### config.mk
export PLATFORM = sky130hd
export DESIGN_NAME = rr_req_gnt_arbiter_flat
export DESIGN_NICKNAME = d
export VERILOG_FILES = /design/src/rtl/rr_req_gnt_arbiter_if.sv /design/src/rtl/rr_req_gnt_arbiter.sv /design/src/flat_wrapper.sv
export SDC_FILE = /design/constraint.sdc
export NUM_CORES = 1
export LEC_CHECK = 0
export CAP_MARGIN = 15
export CORE_UTILIZATION = 50
export CTS_BUF_LIST = sky130_fd_sc_hd__clkbuf_16
export CTS_CLUSTER_DIAMETER = 120
export DETAILED_ROUTE_END_ITERATION = 12
export GPL_TIMING_DRIVEN = 1
export PLACE_DENSITY_LB_ADDON = 0.1
export SLEW_MARGIN = 20
export SYNTH_ARGS = -nofsm -noshare
export SYNTH_HDL_FRONTEND = slang
export SYNTH_SLANG_ARGS = --single-unit
### constraint.sdc
create_clock -name clk -period 1.8 [get_ports clk]
set_input_delay 0.54 -clock clk [delete_from_list [all_inputs] [get_ports clk]]
set_output_delay 0.54 -clock clk [all_outputs]
set_load 0.02 [all_outputs]
### src/rtl/rr_req_gnt_arbiter_if.sv
// Request/grant bundle between N requesters and the round-robin arbiter.
// The master side drives req; the slave side (arbiter) returns gnt, gnt_id and busy.
interface rr_req_gnt_arbiter_if #(
   parameter int N = 4
) ();
   logic [N-1:0]         req;
   logic [N-1:0]         gnt;
   logic [$clog2(N)-1:0] gnt_id;
   logic                 busy;

   modport master (output req, input gnt, input gnt_id, input busy);
   modport slave  (input req, output gnt, output gnt_id, output busy);
endinterface

### src/rtl/rr_req_gnt_arbiter.sv
// Round-robin req/gnt arbiter with registered grants and a hold-time preemption limit.
// Define RR_ARB_ASSERT_EN to compile in the handshake and fairness assertions.
module rr_req_gnt_arbiter #(
   parameter int N        = 4,
   parameter int MAX_HOLD = 8
) (
   input logic                clk,
   input logic                rst,
   rr_req_gnt_arbiter_if.slave bus
);
   localparam int IW = $clog2(N);
   localparam int CW = (MAX_HOLD == 0) ? 1 : $clog2(MAX_HOLD + 1);
   localparam logic [CW-1:0] HOLD_LIM   = CW'((MAX_HOLD == 0) ? 0 : MAX_HOLD - 1);
   localparam bit            PREEMPT_EN = (MAX_HOLD != 0);

   typedef enum logic [0:0] {IDLE = 1'b0, GRANT = 1'b1} state_t;

   state_t          state_r, state_s;
   logic [N-1:0]    gnt_r, gnt_s;
   logic [IW-1:0]   gnt_id_r, gnt_id_s;
   logic [IW-1:0]   last_r, last_s;
   logic [CW-1:0]   hold_cnt_r, hold_cnt_s;
   logic            busy_r;
   logic [IW-1:0]   winner_s;
   logic            owner_req_s;
   logic            others_s;
   logic            preempt_s;

   // First set bit scanning last+1, last+2, ... modulo N; returns last if nothing is set.
   function automatic logic [IW-1:0] rr_pick(input logic [N-1:0] r, input logic [IW-1:0] l);
      logic [IW-1:0] w;
      logic [IW-1:0] idx;
      logic          found;
      w     = l;
      found = 1'b0;
      for (int k = 1; k <= N; k++) begin
         idx   = IW'((int'(l) + k) % N);
         w     = (!found && r[idx]) ? idx : w;
         found = found | r[idx];
      end
      return w;
   endfunction

   // Arbitration decode: winner, owner status and the preemption condition.
   always_comb begin
      winner_s    = rr_pick(bus.req, last_r);
      owner_req_s = bus.req[gnt_id_r];
      others_s    = |(bus.req & ~gnt_r);
      preempt_s   = PREEMPT_EN && (hold_cnt_r == HOLD_LIM) && others_s;
   end

   // Next-state and next-output logic of the IDLE/GRANT machine.
   always_comb begin
      state_s    = state_r;
      gnt_s      = gnt_r;
      gnt_id_s   = gnt_id_r;
      last_s     = last_r;
      hold_cnt_s = hold_cnt_r;
      case (state_r)
         IDLE: begin
            if (|bus.req) begin
               state_s    = GRANT;
               gnt_s      = {{(N-1){1'b0}}, 1'b1} << winner_s;
               gnt_id_s   = winner_s;
               last_s     = winner_s;
               hold_cnt_s = {CW{1'b0}};
            end else begin
               state_s = IDLE;
            end
         end
         GRANT: begin
            // Release takes priority; a simultaneous preemption has the same outcome.
            if (!owner_req_s || preempt_s) begin
               state_s = IDLE;
               gnt_s   = {N{1'b0}};
            end else begin
               state_s    = GRANT;
               hold_cnt_s = (hold_cnt_r == HOLD_LIM) ? hold_cnt_r : hold_cnt_r + CW'(1);
            end
         end
         default: begin
            state_s = IDLE;
            gnt_s   = {N{1'b0}};
         end
      endcase
   end

   // State and output registers with synchronous reset.
   always_ff @(posedge clk) begin
      if (rst) begin
         state_r    <= IDLE;
         gnt_r      <= {N{1'b0}};
         gnt_id_r   <= {IW{1'b0}};
         last_r     <= IW'(N - 1);
         hold_cnt_r <= {CW{1'b0}};
         busy_r     <= 1'b0;
      end else begin
         state_r    <= state_s;
         gnt_r      <= gnt_s;
         gnt_id_r   <= gnt_id_s;
         last_r     <= last_s;
         hold_cnt_r <= hold_cnt_s;
         busy_r     <= |gnt_s;
      end
   end

   assign bus.gnt    = gnt_r;
   assign bus.gnt_id = gnt_id_r;
   assign bus.busy   = busy_r;

`ifdef RR_ARB_ASSERT_EN
   rr_req_gnt_arbiter_sva #(.N(N), .MAX_HOLD(MAX_HOLD)) u_sva (
      .clk  (clk),
      .rst  (rst),
      .req  (bus.req),
      .gnt  (gnt_r),
      .busy (busy_r)
   );
`endif
endmodule

`ifdef RR_ARB_ASSERT_EN
// Handshake, exclusivity, hold-limit and fairness checks for the arbiter.
module rr_req_gnt_arbiter_sva #(
   parameter int N        = 4,
   parameter int MAX_HOLD = 8
) (
   input logic         clk,
   input logic         rst,
   input logic [N-1:0] req,
   input logic [N-1:0] gnt,
   input logic         busy
);
   localparam int BOUND = (N - 1) * (MAX_HOLD + 1) + 1;

   a_onehot0: assert property (@(posedge clk) disable iff (rst) $onehot0(gnt));
   a_busy:    assert property (@(posedge clk) disable iff (rst) busy == |gnt);

   for (genvar i = 0; i < N; i++) begin : g_req
      a_gnt_req: assert property (@(posedge clk) disable iff (rst) gnt[i] |-> $past(req[i]));
      if (MAX_HOLD != 0) begin : g_lim
         // A continuously held request must see its grant within BOUND cycles.
         a_fair: assert property (@(posedge clk) disable iff (rst)
            not ($rose(req[i]) ##1 (req[i] && !gnt[i]) [*(BOUND + 1)]));
         a_hold: assert property (@(posedge clk) disable iff (rst)
            not ((gnt[i] && |(req & ~gnt)) [*(MAX_HOLD + 1)]));
      end
   end
endmodule
`endif

### src/flat_wrapper.sv
// flat-port wrapper written by rule: the top's interface ports become plain ports
module rr_req_gnt_arbiter_flat 
#(
   parameter int N        = 4,
   parameter int MAX_HOLD = 8
)
  (clk, rst, bus_req, bus_gnt, bus_gnt_id, bus_busy);
  rr_req_gnt_arbiter_if #(.N(N)) bus_i ();
  input logic clk;
  input logic rst;
  input wire logic [$bits(bus_i.req)-1:0] bus_req;
  output wire logic [$bits(bus_i.gnt)-1:0] bus_gnt;
  output wire logic [$bits(bus_i.gnt_id)-1:0] bus_gnt_id;
  output wire logic [$bits(bus_i.busy)-1:0] bus_busy;
  assign bus_i.req = bus_req;
  assign bus_gnt = bus_i.gnt;
  assign bus_gnt_id = bus_i.gnt_id;
  assign bus_busy = bus_i.busy;
  rr_req_gnt_arbiter #(.N(N), .MAX_HOLD(MAX_HOLD)) u_core (.clk(clk), .rst(rst), .bus(bus_i));
endmodule
## Yosys cells after proc, flatten, opt, wreduce, memory -nomap -nowiden

Index checks and enable logic that the tools add are counted.

| cells by class | value |
|---|---|
| equality and inequality tests | 4 |
| $lt $le $gt $ge | 5 |
| bitwise logic cells | 5 |
| muxes and demuxes | 24 |
| add/subtract/negate cells | 5 |
| shifts and indexed selects | 1 |
| reduce and logical (&&, ||, !) cells | 14 |

Operators by type and width:

| kind | count |
|---|---|
| $mux W4 | 5 |
| $pmux W4 S2 | 2 |
| $lt A2 B3 Y1 const B | 5 |
| $reduce_or A4 Y1 | 3 |
| $bmux W1 S2 | 5 |
| $mux W2 | 4 |
| $mux W1 | 7 |
| $add A2 B1 Y2 const B | 2 |
| $add A2 B2 Y2 const B | 2 |
| $add A4 B1 Y4 const B | 1 |
| $and A4 B4 Y4 | 1 |
| $eq A4 B3 Y1 const B | 1 |
| $logic_and A1 B1 Y1 | 4 |
| $logic_not A1 Y1 | 4 |
| $ne A2 B2 Y1 const B | 2 |
| $not A4 Y4 | 1 |
| $shl A1 B2 Y4 const A | 1 |
| $reduce_and A3 Y1 | 1 |
| $ne A2 B1 Y1 const B | 1 |
| $or A1 B1 Y1 | 2 |
| $pmux W1 S2 | 1 |
| $reduce_and A2 Y1 | 1 |
| $logic_or A1 B1 Y1 | 1 |
| $not A1 Y1 | 1 |

| storage, ports and cells | value |
|---|---|
| output and inout port bits | 7 |
| input bits | 6 |
| register bits after elaboration | 14 |
| logic and storage cells | 64 |

## Depth between registers and ports, before layout

Gate-level depths: netlist of the first run.

| depth | value |
|---|---|
| word-level depth | 12 |
| mapped depth | 5 |
| depth with buffers taken out | 5 |

## Least setup slack after synthesis of the first run

No wires, ideal clock.

| timing path | value |
|---|---|
| kind | register -> register |
| start | reg u_core.gnt_id_r[0] (netlist: u_core.bus.gnt_id[0]) |
| end | reg u_core.hold_cnt_r[2] |
| setup slack | 0.150 ns |
| data required time | 1.712 ns |
| arrival time | 1.562 ns |
| path buffers | 0 |
| period minus slack after synthesis | 1.650 ns |
| stages on the path, launching flop included | 5 |
| library setup time | 0.088 ns |
| cells stage by stage | dfxtp_1 mux4_2 and2_4 and4_4 nor4_2 |

| between the ends | value |
|---|---|
| cells in the longest elaborated chain, start to end | 6 |

Ends and longest elaborated chain:

| what | RTL line | text |
|---|---|---|
| start: declaration | rr_req_gnt_arbiter.sv:20 | `logic [IW-1:0] gnt_id_r, gnt_id_s;` |
| start signal: assignment | rr_req_gnt_arbiter.sv:93 | `gnt_id_r <= {IW{1'b0}};` |
| start signal: assignment | rr_req_gnt_arbiter.sv:100 | `gnt_id_r <= gnt_id_s;` |
| $bmux W1 S2 | rr_req_gnt_arbiter.sv:47 | `owner_req_s = bus.req[gnt_id_r];` |
| $mux W1 (implied by the code) | rr_req_gnt_arbiter.sv:47 |  |
| $logic_not A1 Y1 | rr_req_gnt_arbiter.sv:73 | `if (!owner_req_s \|\| preempt_s) begin` |
| $logic_or A1 B1 Y1 | rr_req_gnt_arbiter.sv:73 |  |
| $ne A2 B2 Y1 (no source line) | - |  |
| $reduce_and A3 Y1 (no source line) | - |  |
| end signal: assignment | rr_req_gnt_arbiter.sv:95 | `hold_cnt_r <= {CW{1'b0}};` |
| end signal: assignment | rr_req_gnt_arbiter.sv:102 | `hold_cnt_r <= hold_cnt_s;` |
| end: declaration | rr_req_gnt_arbiter.sv:22 | `logic [CW-1:0] hold_cnt_r, hold_cnt_s;` |

No other way between the ends. The select of a mux whose other input is x is not followed.
A chain may end at the register's enable or synchronous reset.

## Worst setup path in the final report of the first run

| timing path | value |
|---|---|
| start | in bus_req[0] |
| end | reg u_core.gnt_id_r[1] (netlist: u_core.bus.gnt_id[1]) |

| between the ends | value |
|---|---|
| cells in the longest elaborated chain, start to end | 7 |
| elaborated cells on any way between the ends | 22 |
| classes of those cells | mux (12); bitwise (2); reduce/logical (8) |

Ends and longest elaborated chain:

| what | RTL line | text |
|---|---|---|
| start: declaration | flat_wrapper.sv:11 | `input wire logic [$bits(bus_i.req)-1:0] bus_req;` |
| $bmux W1 S2 | rr_req_gnt_arbiter.sv:38, rr_req_gnt_arbiter.sv:39 |  |
| $mux W1 (implied by the code) | rr_req_gnt_arbiter.sv:38, rr_req_gnt_arbiter.sv:39 |  |
| $logic_not A1 Y1 / $or A1 B1 Y1 (equally long branches) | rr_req_gnt_arbiter.sv:38, rr_req_gnt_arbiter.sv:39 |  |
| $logic_and A1 B1 Y1 (tied with other cells) | rr_req_gnt_arbiter.sv:38 | `w = (!found && r[idx]) ? idx : w;` |
| $mux W2 (tied with other cells) | rr_req_gnt_arbiter.sv:38 |  |
| $mux W2 / $logic_and A1 B1 Y1 (equally long branches) | rr_req_gnt_arbiter.sv:38 |  |
| $mux W2 | rr_req_gnt_arbiter.sv:38 |  |

Parallel ways exist; a longest one is shown, timed or not. The select of a mux whose other input is x is not followed.

==> results.json, run 1 <==
{
  "grt_remaining_overflow": 0,
  "viasPerCell": 6.39,
  "cts-hold-fix-buffers": 0,
  "maxCapViolCount": 0,
  "drt_iter0_markers": 31,
  "max_fanout_on_critical_path": 8,
  "crit_arrival_ps": 1890,
  "predominant_post_synthesis_flop_cell": "dfxtp_1",
  "status": "finished clean",
  "worst_slew_pin_slew_ps": 592,
  "initial_core_util_pct": 56.3,
  "hold_path_depth": 2,
  "combinational_power_share_pct": 23.7,
  "nNetsFinal": 116,
  "dpl-instance-area_um2": 976,
  "synth_nets": 91,
  "core_area_um2": 1370,
  "synth_area_um2": 769,
  "timing.critical_path.to_type": "flip-flop",
  "worst_vdd_ir_mv": 0.728,
  "drc": 0,
  "synth.lib_cells_used.distinct": 36,
  "fillCellCount": 108,
  "antenna_found_initial": 0,
  "synth_compound_gate_area_share_pct": 22.3,
  "worst_case_register_to_register_setup_slack_ps": 190,
  "setup.worst_path.start": "bus_req[0]",
  "detailroute.via_count": 779,
  "power.switching_uw": 277,
  "clkLatencyLatePin_ps": 240,
  "htree_levels": 1,
  "tritoncts_clock_tree": "done",
  "post_cts_buffers": 0,
  "finalSetupViolations": 0,
  "hpwlAfterDp_um": 1540,
  "setup_tns_ps": 0,
  "synthAdderAreaFrac_pct": 1.63,
  "simple_logic_cell_fraction_of_the_synthesized_area_pct": 31.7,
  "r2r_start": "u_core.bus.gnt_id[0]",
  "drv_slew": 0,
  "timing.fmax_mhz": 579,
  "cell_with_the_largest_stage_delay_on_the_worst_path": "nor2_1",
  "clock_tree.buffer_depth": 2,
  "layout.area.seq_um2": 280,
  "power.switching_fraction_pct": 27.0,
  "syn2layout_area_growth_pct": 36.6,
  "cts.root.buffer_cell": "clkbuf_16",
  "leakagePower_uw": 0.000452,
  "timing_worst_setup_path_type": "input port to flip-flop",
  "global_route.usage.total_pct": 27.6,
  "antenna_violating_nets_post_route": 0,
  "post_detailed_routing_wire_length_um": 2020,
  "worst_setup_hold_path_clk_slew_ps": 40,
  "cts_buffers": 3,
  "die_x_um": 41.2,
  "cp_startpoint_kind": "input port",
  "period_needed_ps": 1730,
  "drive_gt1_share_pct": 16.8,
  "cts.sinks": 14,
  "synthesis.yosys.warnings": 0,
  "synth.ff_latch_count": 14,
  "dominant_combinational_cell_family_by_area_after_synthesis": "simple AND/OR/NAND/NOR gates",
  "avgSynthCellArea_um2": 9.16,
  "grt_setup_unrepaired": "false",
  "post-layout-total-power_uw": 1030,
  "yosys.area_share.xor_xnor_pct": 0,
  "count_of_flip_flops_with_a_built_in_enable_after_synthesis": 0,
  "die-area_um2": 1700,
  "critical_path_required_ps": 1960,
  "intPower_uw": 750,
  "design.portCount": 13,
  "r2r-end": "u_core.hold_cnt_r[2]",
  "endpoint": "u_core.bus.gnt_id[1]",
  "final-hold-violation-count": 0,
  "clkPwrFrac_pct": 39.7,
  "worstRegToRegCells": 4,
  "dpl.cell_count": 119,
  "timing.final.crit_share_pct": 96.0,
  "antenna_cells": 0,
  "yosys-mux-area-fraction_pct": 5.53,
  "die_height_um": 41.2,
  "layout.cells.most_common": "dfxtp_1",
  "critical_path.max_stage_delay_ps": 470,
  "drt_pass1_iterations": 4,
  "grt_start_max_net_pins": 11,
  "detail_route.wl_per_cell_um": 16.5,
  "sequentialPowerShare_pct": 36.5,
  "crit_chain": "dlygate4sd2_1 > nor4_1 > nor2_1 > o211ai_1 > a21oi_1",
  "slew_headroom_pct": 60.2,
  "worst_hold_path_type": "flip-flop to flip-flop",
  "power.density_nw_per_um2": 977,
  "synthArstFlopShare_pct": 0,
  "finalClockSkew_ps": 0.535,
  "fin_cells": 122,
  "synth_cells": 84,
  "num_rows": 13,
  "grt_first_pass_wirelength_um": 2980,
  "multiInputGateArea_um2": 470,
  "io_buffer_count": 12,
  "final_cell_area_um2": 1050,
  "vias_in_the_first_global_route": 722,
  "top_library_cells_by_usage_in_the_layout_fill_and_taps_aside": "dfxtp_1 (14), buf_4 (11), nand2b_1 (9)",
  "seq_area_frac_synth_pct": 36.4,
  "place_congestion": 0.851
}
routing by layer:
metal | part of all wire [%] | track usage, % | vias up | wire length [um]
met2 | 52 | 50.0 | 32 | 1050
met5 | 0 | 0 | - | 0
met1 | 42 | 31.9 | 364 | 841
li1 | - | - | 379 | -
met4 | 0.94 | 9.68 | 0 | 19
met3 | 5.3 | 4.89 | 4 | 106
cell type report:
type | instances | area share (%)
Timing Repair Buffer | 23 | 19.3
Inverter | 1 | 0.357
Clock buffer | 3 | 7.14
Tap cell | 15 | 1.79
Multi-Input combinational cell | 66 | 44.8
Sequential cell | 14 | 26.7
stage by stage:
step           util, %  setup slack, ps  hold slack, ps
6_report          76.9             72.8             499
5_1_grt           76.9             13.9             532
4_1_cts           76.4             2.05             495
3_5_place_dp      71.4             -383             489
3_3_place_gp      71.4             -329             472
2_1_floorplan        -              150             460
flip-flops by register name, indices dropped and copies added, names as in the netlist:
name and cells:
u_core.bus.busy 1, u_core.bus.gnt_id 2, u_core.bus.gnt 4, u_core.state_r 1, u_core.hold_cnt_r 4, u_core.last_r 2
kinds of logic after synthesis:
kind of cell               Yosys count
muxes                                3
AOI/OAI and AO/OA                   24
buffers and inverters                4
DFF                                 14
and+or+nand+nor                     38
adders and majority gates            1
power by group through the flow:
stage | Combinational (uW) | Clock (uW) | Sequential, uW
6_report | 244 | 408 | 375
3_3_place_gp | 245 | 0 | 380
4_1_cts | 244 | 410 | 375
2_1_floorplan | 123 | 0 | 392
5_1_grt | 262 | 420 | 380
3_5_place_dp | 249 | 0 | 380
worst max-delay path: cells and delay by family:
family	cells	cell delay (ps)
AND/OR/NAND/NOR	2	570
AO/OA/AOI/OAI	2	470
buffers and inverters	1	310
what timing repair did:
item | 4_1_cts | 5_1_grt
resized for setup | 6 | 3
endpoints found under the setup margin | 15 | 3
gates cloned | 0 | 0
hold endpoints to repair | 0 | 0
worst min path at each step:
stage	from	to	slack, ps
6_report	u_core.hold_cnt_r[1]	u_core.hold_cnt_r[1]	500
4_1_cts	u_core.hold_cnt_r[1]	u_core.hold_cnt_r[1]	500
3_5_place_dp	u_core.hold_cnt_r[1]	u_core.hold_cnt_r[1]	490
3_3_place_gp	u_core.hold_cnt_r[1]	u_core.hold_cnt_r[1]	470
2_1_floorplan	u_core.hold_cnt_r[1]	u_core.hold_cnt_r[1]	460
5_1_grt	u_core.hold_cnt_r[0]	u_core.hold_cnt_r[0]	530
Yosys cell counts (all sizes together) (2+ instances only):
master	instances	area share, %
nor3	3	2.0
buf	2	1.3
dfxtp	14	36
mux2i	2	2.6
nor2	3	1.5
a21oi	8	5.2
a41oi	2	2.3
a32o	2	2.6
nand2	2	0.98
a211oi	2	2.0
o32ai	2	2.3
nor4	3	3.3
o211ai	2	2.0
and4	2	2.6
nor3b	3	2.9
nand2b	9	7.3
or3	2	1.6
nand3b	3	2.9
nand3	3	2.0
Power figures use the tool's default switching activity.
==> run 2, diff against run 1 <==
- SYNTH_HIERARCHICAL: not set -> 1
==> results.json, run 2 <==
{
  "status": "finished clean",
  "clkLatencyLatePin_ps": 240,
  "final-hold-violation-count": 0,
  "critical_path.max_stage_delay_ps": 630,
  "drc": 0,
  "layout.area.seq_um2": 283,
  "grt_start_max_net_pins": 9,
  "die_x_um": 41.5,
  "synth_nets": 99,
  "synth_area_um2": 781,
  "synthArstFlopShare_pct": 0,
  "cts_buffers": 3,
  "timing.critical_path.to_type": "output pin",
  "leakagePower_uw": 0.000488,
  "global_route.usage.met2_pct": 44.7,
  "avgSynthCellArea_um2": 8.49,
  "post-layout-total-power_uw": 1120,
  "period_needed_ps": 1790,
  "worst_slew_pin_slew_ps": 335,
  "drive_gt1_share_pct": 29.6,
  "grt_setup_unrepaired": "true",
  "synth.lib_cells_used.distinct": 38,
  "post_detailed_routing_wire_length_um": 2310,
  "die-area_um2": 1720,
  "critical_path_required_ps": 1260,
  "synth.ff_latch_count": 14,
  "cts-hold-fix-buffers": 0,
  "predominant_post_synthesis_flop_cell": "dfxtp_1",
  "netlist.area_leader.share_pct": 35.9,
  "critical_path_cell_count": 1,
  "vias_in_the_first_global_route": 782,
  "yosysMostFrequentCell": "dfxtp_1",
  "core_area_um2": 1380,
  "design.portCount": 13,
  "timing.fmax_mhz": 560,
  "cts.sinks": 14,
  "finalSetupViolations": 0,
  "top_library_cells_by_usage_in_the_layout_fill_and_taps_aside": "buf_4 (20), dfxtp_1 (12), nor2_1 (8)",
  "count_of_flip_flops_with_a_built_in_enable_after_synthesis": 0,
  "num_rows": 13,
  "drt_pass1_iterations": 4,
  "cts.root.buffer_cell": "clkbuf_16",
  "cell_with_the_largest_stage_delay_on_the_worst_path": "clkdlybuf4s50_1",
  "syn2layout_area_growth_pct": 44.1,
  "multiInputGateArea_um2": 484,
  "synthDominantAreaCellType": "dfxtp_1",
  "timing.critical_path.buf_inv": 1,
  "grt_util_met1_pct": 37.4,
  "synth.top_cells.by_count": "dfxtp_1 (14), nor2_1 (8), nand2b_1 (7), a21oi_1 (6), nand3_1 (6)",
  "layout.cells.most_common": "buf_4",
  "synth_cells": 92,
  "finalClockSkew_ps": 2.45,
  "cp_startpoint_kind": "flip-flop",
  "detailroute.via_count": 877,
  "die_height_um": 41.5,
  "worstRegToRegCells": 6,
  "clock_tree.buffer_depth": 2,
  "detail_route.wl_per_cell_um": 16.5,
  "place_congestion": 0.869,
  "io_buffer_count": 12,
  "drv_slew": 0,
  "slew_headroom_pct": 77.5,
  "htree_levels": 1,
  "synth_area_leaders": "dfxtp_1 (36%), nand2b_1 (5.6%), a21oi_1 (3.8%)",
  "timing_worst_setup_path_type": "flip-flop to output pin",
  "tritoncts_clock_tree": "done",
  "nNetsFinal": 133,
  "dpl.cell_count": 134,
  "timing.final.crit_share_pct": 99.3,
  "antenna_found_initial": 0,
  "grt_remaining_overflow": 0,
  "global_route.usage.total_pct": 27.7,
  "crit_chain": "clkdlybuf4s50_1",
  "worst_setup_hold_path_clk_slew_ps": 50,
  "hpwlAfterDp_um": 1490,
  "global_route.peak_usage_layer": "met2",
  "grt_use_met3_pct": 5.65,
  "antenna_violating_nets_post_route": 0,
  "synthesis.yosys.warnings": 6,
  "hold_path_depth": 2,
  "grt_first_pass_wirelength_um": 3610,
  "seq_area_frac_synth_pct": 35.9,
  "max_fanout_on_critical_path": 3,
  "critPathTopFamily": "buffers and inverters",
  "crit_arrival_ps": 1250,
  "fillCellCount": 86,
  "fin_cells": 140,
  "viasPerCell": 6.26,
  "initial_core_util_pct": 56.5,
  "drt_iter0_markers": 63,
  "power.density_nw_per_um2": 991,
  "worst_hold_path_type": "flip-flop to flip-flop",
  "maxCapViolCount": 0,
  "antenna_cells": 0,
  "worst_vdd_ir_mv": 0.799
}
## run 2: cell count changes after synthesis, moves of 3 or more
cell and change:
nor2_1 +5, o21ai_0 +4, nand2_1 +3, nand3_1 +3
nor3b_1 -3
## run 2: area by class of cell
type | instances | area share, %
Tap cell | 15 | 1.67
Clock inverter | 1 | 0.334
Multi-Input combinational cell | 72 | 43.0
Inverter | 3 | 1.00
Clock buffer | 3 | 6.67
Timing Repair Buffer | 32 | 22.1
Sequential cell | 14 | 25.1
## run 2: cells by family after synthesis
logic type / count (synthesis) / share of synthesized area, %
compound gates: 26 / 23.4
mux: 2 / 2.56
xor+xnor: 1 / 1.12
fa+ha+maj: 1 / 1.60
buf+inv: 6 / 4.33
simple gates: 42 / 31.1
flops: 14 / 35.9
## run 2: worst paths after layout
path,from,endpoint,slack [ps]
setup / recovery,u_core/bus.gnt[0],bus_gnt[0],10
hold reg to reg,u_core/hold_cnt_r[3],u_core/hold_cnt_r[3],490
setup reg to reg,u_core/hold_cnt_r[0],u_core/bus.busy,30
hold / removal,u_core/hold_cnt_r[3],u_core/hold_cnt_r[3],490
## run 2: through the flow
| step | setup WS [ps] | hold WS, ps | util (%) | TNS, ps | cell area [um2] |
|---|---|---|---|---|---|
| 6_report | 13.5 | 494 | 81.4 | 0 | 1120 |
| 5_1_grt | -23.1 | 511 | 81.4 | -23.1 | 1120 |
| 4_1_cts | 4.85 | 494 | 81.4 | 0 | 1120 |
| 3_5_place_dp | -580 | 485 | 74.7 | -5520 | 1030 |
| 3_3_place_gp | -588 | 465 | 74.7 | -5400 | 1030 |
| 2_1_floorplan | 37.2 | 449 | - | 0 | 781 |
## run 2: report_power, final
group / leakage [uW] / internal [uW] / switching [uW]
Clock: 0.0000385 / 293 / 123
Combinational: 0.000334 / 159 / 158
Sequential: 0.000116 / 345 / 37.4
## run 2: repair_timing
item / in CTS / in global routing
gates resized for setup: 16 / 11
setup buffers: 2 / 0
setup endpoints to repair: 15 / 6
hold endpoints to repair: 0 / 0
pin swaps: 3 / 2
## run 2: metal layers
metal,vias to the layer above,share of wire [%]
met1,406,45
li1,405,-
met4,0,3.3
met3,11,7.8
met2,55,44
met5,-,0
==> run 3, diff against run 2 <==
- CTS_BUF_LIST: sky130_fd_sc_hd__clkbuf_16 -> sky130_fd_sc_hd__clkbuf_8
==> results.json, run 3 (synthesized netlist as in run 2, its figures left out) <==
{
  "status": "finished clean",
  "vias_in_the_first_global_route": 830,
  "max_fanout_on_critical_path": 3,
  "dr_wl_met3_um": 135,
  "leakagePower_uw": 0.000517,
  "period_needed_ps": 1750,
  "cts_buffers": 3,
  "setup_tns_ps": 0,
  "clkLatencyLatePin_ps": 240,
  "syn2layout_area_growth_pct": 44.4,
  "top_library_cells_by_usage_in_the_layout_fill_and_taps_aside": "buf_4 (21), dfxtp_1 (13), nor2_1 (8)",
  "detailroute.via_count": 846,
  "cell_with_the_largest_stage_delay_on_the_worst_path": "dfxtp_1",
  "critical_path.max_stage_delay_ps": 340,
  "detail_route.wl_per_cell_um": 16.1,
  "dpl.cell_count": 134,
  "die_height_um": 41.5,
  "grt_first_pass_wirelength_um": 3740,
  "crit_chain": "ha_1 > nand3b_1 > a41o_1 > o211a_1 > a32o_1 > a311o_1",
  "initial_core_util_pct": 56.5,
  "grt_remaining_overflow": 0,
  "viasPerCell": 6.00,
  "fin_cells": 141,
  "io_buffer_count": 12,
  "r2r_start": "u_core/hold_cnt_r[1]",
  "layout.cells.most_common": "buf_4",
  "die-area_um2": 1720,
  "antenna_cells": 0,
  "drt_iter0_markers": 28,
  "place_congestion": 0.869,
  "met1_length_um": 988,
  "timing.final.crit_share_pct": 97.1,
  "nNetsFinal": 134,
  "cts.root.buffer_cell": "clkbuf_8",
  "drive_gt1_share_pct": 29.4,
  "slew_headroom_pct": 77.1,
  "setup.worst_path.start": "u_core/hold_cnt_r[1]",
  "drc": 0,
  "antenna_found_initial": 0,
  "finalClockSkew_ps": 1.73,
  "fillCellCount": 86,
  "layout.area.seq_um2": 282,
  "final_hold_slack_ps": 505,
  "power.density_nw_per_um2": 895,
  "min-delay-start": "u_core/hold_cnt_r[1]",
  "die_x_um": 41.5,
  "timing.critical_path.buf_inv": 0,
  "met2RoutedLength_um": 1040,
  "maxCapViolCount": 0,
  "tritoncts_clock_tree": "done",
  "worst_hold_path_type": "flip-flop to flip-flop",
  "cts.sinks": 14,
  "num_rows": 13,
  "grt_start_max_net_pins": 9,
  "design.portCount": 13,
  "drt_pass1_iterations": 4,
  "top_layer_used": "met4",
  "hpwlAfterDp_um": 1490,
  "critical_path_required_ps": 1930,
  "core_area_um2": 1380,
  "multiInputGateArea_um2": 498,
  "crit_arrival_ps": 1880,
  "worst_setup_hold_path_clk_slew_ps": 60,
  "cp_startpoint_kind": "flip-flop",
  "grt_setup_unrepaired": "true",
  "final-hold-violation-count": 0,
  "worst_slew_pin_slew_ps": 343,
  "timing.critical_path.to_type": "flip-flop",
  "finalSetupViolations": 0,
  "post_detailed_routing_wire_length_um": 2260,
  "timing_worst_setup_path_type": "flip-flop to flip-flop",
  "critPathTopFamily": "compound AO/OA/AOI/OAI gates",
  "htree_levels": 1,
  "antenna_violating_nets_post_route": 0,
  "drv_slew": 0,
  "timing.fmax_mhz": 572,
  "clock_tree.buffer_depth": 2,
  "worst_vdd_ir_mv": 0.591,
  "global_route.usage.total_pct": 28.6
}
run 3: changes by cell type in the layout (fill, tap and decap cells not counted), sizes merged:
cell / delta
clkdlybuf4s50: -1
dlygate4sd2: -1
clkbuf: +4
clkinv: -1
buf: -2
dlymetal6s2s: +2
run 3: worst min-delay path, cell delays in order, from the launching register on:
cell and delay, ps:
dfxtp_1 320, nand2_1 70, a21oi_1 60
run 3: path summary, 6_finish.rpt:
check,to,slack [ps],depth (start not counted)
worst min register to register,u_core/hold_cnt_r[1],510,2
worst max register to register,u_core/bus.busy,50,6
worst max-delay path,u_core/bus.busy,50,6
worst min-delay path,u_core/hold_cnt_r[1],510,2
run 3: layout make-up:
type | count | share of cell area, %
multi-input cells | 72 | 44.2
well taps | 15 | 1.66
clock buffers | 4 | 4.88
flip-flops and latches | 14 | 25.0
inverters | 3 | 0.999
repair buffers | 33 | 23.3
run 3: power by group:
| group | switching, uW | total, uW | internal (uW) |
|---|---|---|---|
| Sequential | 37.8 | 382 | 344 |
| Combinational | 159 | 324 | 165 |
| Clock | 110 | 304 | 194 |
run 3: repair_timing:
| action | CTS | global route |
|---|---|---|
| pin swaps | 2 | 2 |
| hold buffers | 0 | 0 |
| gates resized for setup | 10 | 14 |
| endpoints found under the setup margin | 15 | 11 |
| gates cloned | 0 | 0 |
| buffers inserted | 3 | 0 |
run 3: layer usage:
metal	vias to the layer above	track usage, %
li1	408	-
met1	389	34.2
met2	37	47.8
met3	12	6.96
met4	0	12.9
met5	-	0
run 3: stage by stage:
stage,setup WS [ps],util (%),instance area [um2],power (uW)
2_1_floorplan,37.2,-,781,535
3_3_place_gp,-588,74.7,1030,673
3_5_place_dp,-580,74.7,1030,678
4_1_cts,-76.0,81.3,1120,1000
5_1_grt,-19.4,81.5,1130,1060
6_report,51.8,81.5,1130,1010
